## config.mk

```make
export PLATFORM = sky130hd
export DESIGN_NAME = fifo_frame_reader
export DESIGN_NICKNAME = d
export VERILOG_FILES = /design/src/rtl/fifo_frame_reader.sv
export SDC_FILE = /design/constraint.sdc
export NUM_CORES = 1
export LEC_CHECK = 0
export ABC_CLOCK_PERIOD_IN_PS = 2000
export BUFFER_PORTS_ARGS = -buffer_cell sky130_fd_sc_hd__buf_2
export CAP_MARGIN = 20
export CORE_AREA = 2 2 62 108
export DETAILED_ROUTE_END_ITERATION = 12
export DIE_AREA = 0 0 64 110
export GPL_ROUTABILITY_DRIVEN = 1
export PLACE_DENSITY = 0.71
export SLEW_MARGIN = 20
export SYNTH_ARGS = -nofsm -noshare
export SYNTH_HDL_FRONTEND = slang
export SYNTH_SLANG_ARGS = --single-unit
```

## constraint.sdc

```tcl
create_clock -name rd_clk -period 2 [get_ports rd_clk]
set_input_delay 0.2 -clock rd_clk [delete_from_list [all_inputs] [get_ports rd_clk]]
set_output_delay 0.2 -clock rd_clk [all_outputs]
set_load 0.05 [all_outputs]
```

## src/rtl/fifo_frame_reader.sv

```systemverilog
// Pulls fixed-length frames out of a FIFO and streams them as AXI-Stream beats.
// A frame starts once the FIFO holds a full frame; a 2-entry skid buffer absorbs read latency.
module fifo_frame_reader #(
    parameter int DATA_WIDTH  = 16,
    parameter int FRAME_LEN   = 1024,
    parameter int LEVEL_WIDTH = 12
) (
    input  logic                   rd_clk,
    input  logic                   rd_rst,
    input  logic                   enable,
    input  logic                   err_clr,
    output logic                   fifo_rd_en,
    input  logic [DATA_WIDTH-1:0]  fifo_rd_data,
    input  logic                   fifo_empty,
    input  logic [LEVEL_WIDTH-1:0] fifo_rd_water_level,
    output logic [DATA_WIDTH-1:0]  m_tdata,
    output logic                   m_tvalid,
    input  logic                   m_tready,
    output logic                   m_tlast,
    output logic [10:0]            m_tuser,
    output logic                   frame_busy,
    output logic                   frame_done,
    output logic                   underrun_err
);

    localparam int IW = $clog2(FRAME_LEN + 1);
    localparam logic [IW-1:0]          FL_CNT  = IW'(FRAME_LEN);
    localparam logic [IW-1:0]          FL_LAST = IW'(FRAME_LEN - 1);
    localparam logic [10:0]            IDX_END = 11'(FRAME_LEN - 1);
    localparam logic [LEVEL_WIDTH:0]   FL_LVL  = (LEVEL_WIDTH + 1)'(FRAME_LEN);

    typedef enum logic [1:0] {IDLE, ARM, STREAM, DRAIN} state_t;

    state_t                       state, state_nxt;
    logic [IW-1:0]                issued;
    logic [10:0]                  out_idx;
    logic                         inflight;
    logic [1:0][DATA_WIDTH-1:0]   obuf;
    logic                         wr_ptr, rd_ptr;
    logic [1:0]                   cnt;
    logic [1:0]                   occ;
    logic                         pop;
    logic                         enter_stream;

    assign m_tvalid   = (cnt != 2'd0);
    assign pop        = m_tvalid & m_tready;
    assign m_tdata    = obuf[rd_ptr];
    assign m_tuser    = out_idx;
    assign m_tlast    = m_tvalid & (out_idx == IDX_END);
    assign frame_busy = (state == STREAM) | (state == DRAIN);

    // Occupancy net of this cycle's pop, so a read can be issued into the slot
    // being freed; this is what lets the stream sustain one beat per cycle.
    assign occ = cnt + {1'b0, inflight} - {1'b0, pop};

    assign enter_stream = (state != STREAM) & (state_nxt == STREAM);

    always_comb begin
        state_nxt  = state;
        fifo_rd_en = 1'b0;
        case (state)
            IDLE:   if (enable) state_nxt = ARM;
            ARM: begin
                if (!enable)
                    state_nxt = IDLE;
                else if ({1'b0, fifo_rd_water_level} >= FL_LVL)
                    state_nxt = STREAM;
            end
            STREAM: begin
                fifo_rd_en = !fifo_empty & (issued < FL_CNT) & (occ < 2'd2);
                if (fifo_rd_en && issued == FL_LAST)
                    state_nxt = DRAIN;
            end
            DRAIN:  if (pop && m_tlast) state_nxt = enable ? ARM : IDLE;
            default: state_nxt = IDLE;
        endcase
    end

    always_ff @(posedge rd_clk or posedge rd_rst) begin
        if (rd_rst) begin
            state        <= IDLE;
            issued       <= '0;
            out_idx      <= '0;
            inflight     <= 1'b0;
            obuf         <= '0;
            wr_ptr       <= 1'b0;
            rd_ptr       <= 1'b0;
            cnt          <= 2'd0;
            frame_done   <= 1'b0;
            underrun_err <= 1'b0;
        end else begin
            state    <= state_nxt;
            inflight <= fifo_rd_en;
            if (inflight) begin
                obuf[wr_ptr] <= fifo_rd_data;
                wr_ptr       <= ~wr_ptr;
            end
            if (pop)
                rd_ptr <= ~rd_ptr;
            cnt <= occ;

            if (enter_stream)
                issued <= '0;
            else if (fifo_rd_en)
                issued <= issued + 1'b1;

            if (enter_stream)
                out_idx <= '0;
            else if (pop)
                out_idx <= out_idx + 11'd1;

            frame_done <= pop & m_tlast;

            // Set wins over a simultaneous clear.
            if (state == STREAM && issued < FL_CNT && fifo_empty)
                underrun_err <= 1'b1;
            else if (err_clr)
                underrun_err <= 1'b0;
        end
    end

endmodule

```

; ---- Word level (Yosys, flattened, before mapping)
; Cells that the tools add are included.
; Widths: inputs -> output; s select.
[op_classes]
n_eq_ne = 7
addsub = 4
n_mux = 19
bitwise_logic = 9
n_reduce_logical = 11
magnitude_cmp = 6
[op_table]
columns = operator, n
row1 = $mux 16, 3
row2 = $mux 11, 4
row3 = $bwmux 32, 1
row4 = $add 11x1->11 const B, 2
row5 = $eq 11x10->1 const B, 2
row6 = $demux 16 s1, 1
row7 = $ge 12x11->1 const B, 1
row8 = $lt 11x11->1 const B, 1
row9 = $mux 2, 5
row10 = $pmux 2 s4, 1
row11 = $reduce_bool 2->1, 4
row12 = $and 1x1->1, 6
row13 = $eq 2x2->1 const B, 3
row14 = $logic_and 1x1->1, 5
row15 = $lt 1x2->1 const B, 2
row16 = $mux 1, 4
row17 = $add 2x1->2, 1
row18 = $eq 2x1->1 const B, 1
row19 = $logic_not 2->1, 1
row20 = $lt 2x2->1 const B, 1
row21 = $ne 2x2->1 const B, 1
row22 = $not 1->1, 2
row23 = $sub 2x1->2, 1
row24 = $ge 1x1->1 const B, 1
row25 = other kinds (2), 2
[totals]
out_inout_bits = 33
regBits = 63
elab_cells = 67
input_bits = 34

; ---- Logic depth before layout (Yosys ltp)
; Gate-level depths: netlist (run 1).
[depth]
word_depth = 11
depth_mapped = 10
depth_no_buf = 9

; ---- Worst setup path before layout (run 1)
; Ideal clock, no wire load.
[synth_path]
path_type = flip-flop to output port
start = reg out_idx[0] (netlist: m_tuser[0])
end = out m_tlast
required_time_ns = 1.800
t_arrival_ns = 2.298
slack_ns = -0.498
path_buffers = 0
stages_incl_launch_ff = 5
path_cell_list = dfrtp_1 ha_1 and4_1 nand2_1 nor3_1
[synth_via]
elab_chain_len = 2
[synth_rtl]
columns = item, line_no
row1 = start: declaration, 36  ; logic [10:0] out_idx;
row2 = start signal: assignment, 110  ; out_idx <= out_idx + 11'd1;
row3 = $eq 11x10->1, 49  ; assign m_tlast = m_tvalid & (out_idx == IDX_END);
row4 = $and 1x1->1, 49
row5 = end: declaration, 19  ; output logic m_tlast,
; Every way passes these cells.

; ---- Worst setup path after layout (run 1)
[layout_path]
start = reg cnt[0]
end = out fifo_rd_en
[layout_via]
elab_chain_len = 6
elab_cells_between_ends = 7
cone_classes = add/sub: 2 / order compare: 1 / mux: 1 / bitwise: 2 / reduce/logical: 1
[layout_rtl]
columns = item, line_no
row1 = start: declaration, 40  ; logic [1:0] cnt;
row2 = start signal: assignment, 88  ; cnt <= 2'd0;
row3 = start signal: assignment, 100  ; cnt <= occ;
row4 = "parallel branches: the longest is 2 deep, another holds $add 2x1->2", n/a
row5 = $sub 2x1->2 *, 54  ; assign occ = cnt + {1'b0, inflight} - {1'b0, pop};
row6 = $lt 2x2->1 *, 70  ; fifo_rd_en = !fifo_empty & (issued < FL_CNT) & (occ < 2'd2);
row7 = $and 1x1->1 *, 70
row8 = $mux 1 *, 61  ; case (state)
row9 = end: declaration, 12  ; output logic fifo_rd_en,
; Mark *: on every way between the ends.

==> results.py, run 1 <==
metrics = {
    "power_and_ir_drop": {
        "ir_drop_v": 0.000637,
        "powerDensity_mw_per_mm2": 1780,
        "leakage_uw": 0.00175,
        "total_power_uw": 6530,
    },
    "floorplanning": {
        "start_util": 0.473,
        "dieArea_mm2": 0.00704,
        "die_w_um": 64,
        "core_mm2": 0.00613,
        "die_y_um": 110,
        "num_io_pins": 67,
        "fp-row-count": 38,
    },
    "setup_path": {
        "cp-startpoint": "cnt[0]",
        "crit_required_ns": 1.80,
        "reg2reg_from": "cnt[0]",
        "crit_path_end_kind": "primary output",
        "critical_path_class": "reg2out",
        "reg2regPathDepth": 10,
        "crit_fanout": 2,
        "critPathMostFrequentCell": "ha_4",
        "reg2reg_to": "issued[8]",
        "max_stage_delay_ns": 0.38,
        "cp-start-kind": "register",
        "slowest_stage": "dfrtp_1",
        "r2r_slack_ns": -0.08,
        "crit_chain": "o21a_1, ha_4, inv_2, ha_4, xnor3_2, nand2_4, inv_8, buf_8",
        "worst_ep_arrival_time_ns": 1.91,
    },
    "timing": {
        "finalMaxSlewViolations": 0,
        "finalCritPeriodShare": 1.06,
        "fin_skew_ns": 0.00903,
        "timing.setup.tns_ns": -0.321,
        "max_freq_mhz": 474,
        "worst_slack_ns": -0.111,
        "worst_pin_slew_ns": 0.478,
        "min_period_ns": 2.11,
        "rsz0062_at_grt": "yes",
        "slew_headroom": 0.680,
        "setup_viol": 7,
        "hold_viol": 0,
    },
    "layout": {
        "area.growth.synth_to_final_pct": 26.8,
        "antenna_cells": 0,
        "drive_gt1_frac": 0.489,
        "finalNetCount": 346,
        "fin_cells": 393,
    },
    "synth": {
        "synth-edff-count": 0,
        "async_reset_ff_frac": 1.00,
        "ys_types": 41,
        "yosys_most_used_dff": "dfrtp_1",
        "yosysWarningCount": 0,
        "syn_inst": 231,
        "synth_area_mm2": 0.00290,
        "ys_ff_latch": 63,
        "yosysSeqAreaShare": 0.543,
        "syn_avg_cell_area_um2": 12.6,
        "synth_fp_nets": 269,
    },
    "global_routing": {
        "grt_pass1_vias": 2121,
        "grt_pass1_wl_mm": 9.67,
        "globalRouteOverflowTotal": 0,
        "gr-usage-all-layers": 0.179,
        "grt_max_degree": 30,
        "grt_antenna_before_repair": 0,
    },
    "route": {
        "ant_nets": 0,
        "vias": 2040,
        "route.detailed.drc": 0,
        "routed_wl_mm": 5.64,
        "first_pass_iters": 5,
        "drt_iter0_drc": 93,
        "wire_per_inst_um": 14.4,
        "vias_per_cell": 5.19,
    },
    "placed_design": {
        "dp_cells": 372,
        "gp_congestion": 0.814,
        "numPortBuffers": 56,
        "pre_cts_ws_ns": -0.0225,
        "hpwl_mm": 4.11,
    },
    "cts": {
        "cts_tree": "yes",
        "cts-root-buf": "clkbuf_8",
        "clk_pin_slew_worst_paths_ns": 0.07,
        "clkLatencyLatePin_ns": 0.33,
        "numCtsBuffers": 9,
        "clock-sinks": 63,
        "htree_num_levels": 3,
        "clockBufferDepth": 2,
    },
    "hold_path": {
        "holdPathEnd": "underrun_err",
        "min_from": "err_clr",
        "min_path_type": "in2reg",
        "min_path_cells": 2,
    },
    "outcome": {
        "violations": "negative setup slack",
        "status": "finished, violations left",
    },
    "flow_run": {
        "timing.max_cap.violations": 0,
    },
}
==> Yosys cell counts (all sizes together) (2+ instances only) <==
library cell,n,area (um2)
nor2,17,63.8
buf,4,20.0
nor3b,2,20.0
nor3,3,15.0
inv,9,33.8
or3,2,12.5
a21oi,3,15.0
and4,4,36.3
and2,4,25.0
mux2,49,556
nand3,6,30.0
nand2,9,41.3
o21ai,5,25.0
and3,4,25.0
dfrtp,63,1580
xor2,11,96.3
clkbuf,3,11.3
nand4,9,56.3
ha,4,50.1
xnor2,5,43.8
==> cells in the final DEF (no fill, tap or decap), drive strengths merged, types with 4 or more instances in the layout <==
master / instances
buf: 73
nor2: 17
clkbuf: 11
o21ai: 5
and2: 4
and3: 4
nand4: 9
mux2: 49
xnor2: 5
xor2: 11
inv: 9
nand3: 6
ha: 4
nand2: 9
and4: 4
dfrtp: 63
==> critical path: cells and delay by family, from the launching register on <==
kind | cells | cell delay [ns]
simple gates | 1 | 0.11
compound gates | 1 | 0.22
buf+inv | 3 | 0.21
xor+xnor | 1 | 0.26
fa+ha+maj | 2 | 0.41
flops | 1 | 0.38
==> worst max-delay path by stage <==
stage | endpoint | slack [ns]
floorplan | issued[8] | -0.16
global placement | issued[8] | 0.004
detailed placement | issued[8] | -0.02
CTS | fifo_rd_en | -0.14
global route | fifo_rd_en | -0.19
finish | fifo_rd_en | -0.11
==> cell type report <==
type | count | area, um2
fill | 515 | 2450
sequential | 63 | 1580
multi-input combinational | 151 | 1290
timing repair buffer | 74 | 447
clock buffer | 11 | 141
tap | 80 | 100
clock inverter | 5 | 81.3
inverter | 9 | 41.3
==> power breakdown <==
group / internal (uW) / switching, uW
Combinational: 1240 / 1980
Clock: 736 / 485
Sequential: 1770 / 319
==> stage by stage <==
step | cell area [um2] | util | hold WS, ns
2_1_floorplan | 2950 | - | 0.291
3_3_place_gp | 3390 | 0.553 | 0.211
3_5_place_dp | 3390 | 0.553 | 0.216
4_1_cts | 3670 | 0.598 | 0.0215
5_1_grt | 3680 | 0.600 | 0.0516
6_report | 3680 | 0.600 | 0.0398
==> layer usage <==
layer	routed length, um	track usage
met5	0	0
met4	132	0.0761
met3	232	0.0487
met2	3010	0.320
met1	2260	0.198
==> logic make-up after synthesis <==
family / Yosys count / share of synthesized area
compound gates: 15 / 0.0328
mux: 50 / 0.195
flops: 63 / 0.543
fa+ha+maj: 4 / 0.0172
buf+inv: 17 / 0.0254
simple gates: 65 / 0.130
xor+xnor: 17 / 0.0565
==> sequential cells by signal (all words and copies together), names as in the netlist, 2 cells and up <==
name	flops
state	2
issued	11
m_tuser	11
cnt	2
obuf	32
==> timing repair <==
action | CTS | global route
hold buffers | 1 | 0
buffers inserted | 4 | 0
hold endpoints to repair | 15 | 0
setup endpoints to repair | 3 | 13
pin swaps | 3 | 0
gates resized for setup | 5 | 6
No activity file was read; power rests on OpenSTA's default activity.
==> run 2, diff against run 1 <==
--- a/config.mk
+++ b/config.mk
@@ -13,6 +13,7 @@
 export DIE_AREA = 0 0 64 110
 export GPL_ROUTABILITY_DRIVEN = 1
 export PLACE_DENSITY = 0.71
+export SKIP_CTS_REPAIR_TIMING = 1
 export SLEW_MARGIN = 20
 export SYNTH_ARGS = -nofsm -noshare
 export SYNTH_HDL_FRONTEND = slang
==> results.py, run 2 (synthesized netlist as in run 1, its figures left out) <==
metrics = {
    "timing": {
        "setup_viol": 6,
        "hold_viol": 0,
        "finalMaxSlewViolations": 0,
        "worst_slack_ns": -0.147,
        "rsz0062_at_grt": "yes",
        "min_period_ns": 2.15,
        "finalCritPeriodShare": 1.07,
        "worst_pin_slew_ns": 0.470,
        "timing.hold.ws_ns": 0.0386,
        "fin_skew_ns": 0.00872,
        "timing.setup.tns_ns": -0.371,
        "slew_headroom": 0.685,
        "max_freq_mhz": 466,
    },
    "global_routing": {
        "grtUsageMet3": 0.0487,
        "grt_pass1_wl_mm": 9.58,
        "globalRouteOverflowTotal": 0,
        "gr-usage-all-layers": 0.178,
        "grt_pass1_vias": 2100,
        "met1_usage": 0.195,
        "busiest_layer": "met2",
        "grt_antenna_before_repair": 0,
        "grtUsageMet2": 0.318,
        "grt_max_degree": 30,
    },
    "route": {
        "route.detailed.drc": 0,
        "ant_nets": 0,
        "wire_per_inst_um": 14.3,
        "vias_per_cell": 5.22,
        "first_pass_iters": 4,
        "routed_wl_mm": 5.60,
        "vias": 2041,
        "drt_iter0_drc": 118,
    },
    "outcome": {
        "violations": "negative setup slack",
        "status": "finished, violations left",
    },
    "floorplanning": {
        "die_w_um": 64,
        "start_util": 0.473,
        "fp-row-count": 38,
        "core_mm2": 0.00613,
        "dieArea_mm2": 0.00704,
        "num_io_pins": 67,
        "die_y_um": 110,
    },
    "layout": {
        "mostFrequentLayoutCells": "62 x dfrtp_1, 54 x buf_2, 48 x mux2_2",
        "max_flop_register": "obuf",
        "drive_gt1_frac": 0.482,
        "finalNetCount": 344,
        "fin_area_mm2": 0.00366,
        "largest_reg_flops": 32,
        "area.growth.synth_to_final_pct": 26.2,
        "fin_cells": 391,
        "antenna_cells": 0,
        "layout_commonest_cell": "dfrtp_1",
        "utilization": 0.597,
        "nFillCells": 515,
    },
    "setup_path": {
        "reg2reg_from": "cnt[0]",
        "critical_path_class": "reg2out",
        "crit_fanout": 5,
        "crit_path_end_kind": "primary output",
        "r2r_slack_ns": -0.12,
        "worst_ep_arrival_time_ns": 1.95,
        "cp-endpoint": "fifo_rd_en",
        "reg2regPathDepth": 10,
        "cp-startpoint": "cnt[0]",
        "crit_required_ns": 1.80,
        "cp-start-kind": "register",
        "reg2reg_to": "issued[8]",
    },
    "placed_design": {
        "dp_cells": 372,
        "hpwl_mm": 4.11,
        "gp_congestion": 0.814,
        "numPortBuffers": 56,
        "placed_area_mm2": 0.00339,
    },
    "cts": {
        "cts_tree": "yes",
        "cts-root-buf": "clkbuf_8",
        "numCtsBuffers": 9,
        "clockBufferDepth": 2,
        "clk_pin_slew_worst_paths_ns": 0.07,
        "clkLatencyLatePin_ns": 0.33,
        "htree_num_levels": 3,
        "clock-sinks": 63,
    },
    "power_and_ir_drop": {
        "ir_drop_v": 0.000630,
        "powerDensity_mw_per_mm2": 1780,
        "leakage_uw": 0.00174,
    },
    "hold_path": {
        "min_path_type": "in2reg",
    },
    "flow_run": {
        "timing.max_cap.violations": 0,
    },
}
## run 2: changes by cell type in the layout (fill, tap and decap cells not counted), sizes merged
cell,delta
buf,-2
## run 2: routing by layer
metal | vias to the layer above | wire (um) | part of all wire
met4 | 0 | 121 | 0.022
met1 | 1004 | 2260 | 0.40
met3 | 13 | 241 | 0.043
met5 | - | 0 | 0
li1 | 965 | - | -
met2 | 59 | 2980 | 0.53
## run 2: worst max-delay path: stages, from the launching register on
cell,delay (ns)
dfrtp_1,0.38
o21a_1,0.23
ha_4,0.27
inv_2,0.04
ha_4,0.14
xnor3_2,0.28
nand2_4,0.12
inv_8,0.04
buf_12,0.13
## run 2: where the power goes
group,total (uW),switching (uW),leakage [uW],internal [uW]
sequential,2090,319,0.000783,1770
clock,1220,484,0.000110,736
combinational,3210,1970,0.000851,1230
total,6520,2780,0.00174,3740
## run 2: how the worst min path moves through the flow
stage | from | end | cells past startpoint
2_1_floorplan | err_clr | underrun_err | 1
3_3_place_gp | rd_rst | m_tuser[3] | 2
3_5_place_dp | rd_rst | m_tuser[3] | 2
4_1_cts | rd_rst | m_tuser[3] | 2
5_1_grt | err_clr | underrun_err | 2
6_report | err_clr | underrun_err | 2
## run 2: stage by stage
step | worst slack (ns) | total power [uW]
6_report | -0.147 | 6520
5_1_grt | -0.228 | 6900
4_1_cts | -0.323 | 6510
3_5_place_dp | -0.0225 | 5270
3_3_place_gp | 0.00366 | 5190
2_1_floorplan | -0.161 | 4580
## run 2: layout make-up
cell class	instances	area [um2]	area share
Clock inverter	5	81.3	0.0222
Timing Repair Buffer	72	437	0.119
Multi-Input combinational cell	151	1280	0.351
Tap cell	80	100	0.0273
Sequential cell	63	1580	0.431
Clock buffer	11	141	0.0386
Inverter	9	41.3	0.0113
==> run 3, diff against run 2 <==
--- a/config.mk
+++ b/config.mk
@@ -8,11 +8,12 @@
 export ABC_CLOCK_PERIOD_IN_PS = 2000
 export BUFFER_PORTS_ARGS = -buffer_cell sky130_fd_sc_hd__buf_2
 export CAP_MARGIN = 20
-export CORE_AREA = 2 2 62 108
+export CORE_AREA = 2 2 61 106
+export CTS_BUF_LIST = sky130_fd_sc_hd__clkbuf_2
 export DETAILED_ROUTE_END_ITERATION = 12
-export DIE_AREA = 0 0 64 110
+export DIE_AREA = 0 0 63 108
 export GPL_ROUTABILITY_DRIVEN = 1
-export PLACE_DENSITY = 0.71
+export PLACE_DENSITY = 0.73
 export SKIP_CTS_REPAIR_TIMING = 1
 export SLEW_MARGIN = 20
 export SYNTH_ARGS = -nofsm -noshare
==> results.py, run 3 (synthesized netlist as in run 1, its figures left out) <==
metrics = {
    "layout": {
        "largest_reg_flops": 32,
        "mostFrequentLayoutCells": "61 x dfrtp_1, 54 x buf_2, 48 x mux2_2",
        "layout_commonest_cell": "dfrtp_1",
        "finalNetCount": 374,
        "max_flop_register": "obuf",
        "multi_input_area_mm2": 0.00131,
        "drive_gt1_frac": 0.481,
        "seq_area_mm2": 0.00158,
        "antenna_cells": 0,
        "fin_cells": 419,
        "area.growth.synth_to_final_pct": 32.0,
        "nFillCells": 477,
    },
    "setup_path": {
        "cp-start-kind": "register",
        "crit_path_end_kind": "primary output",
        "crit_chain": "o21a_1, ha_4, inv_2, ha_4, xnor3_2, nand2_4, inv_8, buf_8",
        "critical_path_class": "reg2out",
        "critPathMostFrequentCell": "ha_4",
        "cp_top_family": "adder cells",
        "crit_buf_inv": 3,
        "slowest_stage": "dfrtp_1",
        "max_stage_delay_ns": 0.41,
        "crit_fanout": 3,
        "worst_ep_arrival_time_ns": 2.10,
        "crit_required_ns": 1.80,
    },
    "timing": {
        "min_period_ns": 2.30,
        "setup_viol": 6,
        "fin_skew_ns": 0.0205,
        "slew_headroom": 0.635,
        "max_freq_mhz": 434,
        "worst_pin_slew_ns": 0.546,
        "finalMaxSlewViolations": 0,
        "worst_slack_ns": -0.302,
        "rsz0062_at_grt": "yes",
        "finalCritPeriodShare": 1.15,
        "timing.setup.tns_ns": -0.448,
        "hold_viol": 0,
    },
    "route": {
        "first_pass_iters": 4,
        "drt_iter0_drc": 85,
        "wire_per_inst_um": 14.7,
        "ant_nets": 0,
        "route.detailed.drc": 0,
        "vias_per_cell": 5.19,
        "vias": 2175,
        "routed_wl_mm": 6.16,
    },
    "floorplanning": {
        "start_util": 0.494,
        "core_mm2": 0.00588,
        "fp-row-count": 37,
        "num_io_pins": 67,
        "die_w_um": 63,
        "die_y_um": 108,
        "dieArea_mm2": 0.00680,
    },
    "cts": {
        "clkLatencyLatePin_ns": 0.50,
        "clk_pin_slew_worst_paths_ns": 0.17,
        "htree_num_levels": 3,
        "clock-sinks": 63,
        "cts_tree": "yes",
        "numCtsBuffers": 9,
        "cts-root-buf": "clkbuf_2",
        "clockBufferDepth": 2,
    },
    "global_routing": {
        "grt_max_degree": 27,
        "gr-usage-all-layers": 0.183,
        "grt_pass1_wl_mm": 9.50,
        "grt_antenna_before_repair": 0,
        "grt_pass1_vias": 2088,
        "globalRouteOverflowTotal": 0,
    },
    "power_and_ir_drop": {
        "leakage_uw": 0.00184,
        "ir_drop_v": 0.000723,
        "powerDensity_mw_per_mm2": 1630,
    },
    "placed_design": {
        "hpwl_mm": 4.13,
        "numPortBuffers": 56,
        "dp_cells": 371,
        "gp_congestion": 0.833,
    },
    "hold_path": {
        "min_path_type": "in2reg",
    },
    "outcome": {
        "violations": "negative setup slack",
        "status": "finished, violations left",
    },
    "flow_run": {
        "timing.max_cap.violations": 0,
    },
}
## run 3: cell count changes in the layout (fill, tap and decap cells not counted), sizes merged
cell,before,now
buf,71,82
bufinv,2,1
clkbuf,11,10
clkinv,2,5
clkinvlp,1,0
dlygate4sd3,1,20
## run 3: layout make-up
class / count / share of cell area
well taps: 78 / 0.0255
clock buffers: 10 / 0.0131
flip-flops and latches: 63 / 0.412
inverters: 9 / 0.0108
clock inverters: 6 / 0.0134
repair buffers: 102 / 0.183
multi-input cells: 151 / 0.342
## run 3: power by group
part           total [uW]  internal, uW  leakage, uW  switching (uW)
sequential           2100          1770     0.000782             334
clock                 722           278    0.0000682             444
combinational        3410          1370     0.000987            2040
total                6240          3420      0.00184            2820
## run 3: path summary, 6_finish.rpt
path                             from          to  slack [ns]  depth (start not counted)
setup reg to reg               cnt[0]   issued[8]       -0.05                         10
setup / recovery               cnt[0]  fifo_rd_en       -0.30                          8
min in group asynchronous      rd_rst   issued[8]        0.26                          3
hold reg to reg                wr_ptr      wr_ptr        0.50                          1
hold / removal             fifo_empty   issued[3]        0.15                          5
max in group asynchronous      rd_rst    inflight        1.04                          4
## run 3: stage by stage
step	instance area, um2	worst slack [ns]	hold slack, ns	util	total power (uW)
2_1_floorplan	2950	-0.161	0.291	-	4580
3_3_place_gp	3380	0.00212	0.270	0.575	5190
3_5_place_dp	3380	-0.0176	0.269	0.575	5270
4_1_cts	3480	-0.520	-0.304	0.593	6000
5_1_grt	3830	-0.434	0.143	0.652	6600
6_report	3830	-0.302	0.154	0.652	6240
## run 3: tightest hold or removal path, delay by kind of cell
kind | cells | cell delay (ns)
AND/OR/NAND/NOR | 3 | 0.25
buffers and inverters | 1 | 0.11
XOR/XNOR | 1 | 0.06
## run 3: metal layers
metal | up-vias | global-route usage | part of all wire
met2 | 50 | 0.311 | 0.54
met5 | - | 0 | 0
met1 | 1083 | 0.203 | 0.39
li1 | 1030 | - | -
met3 | 12 | 0.0520 | 0.043
met4 | 0 | 0.106 | 0.024
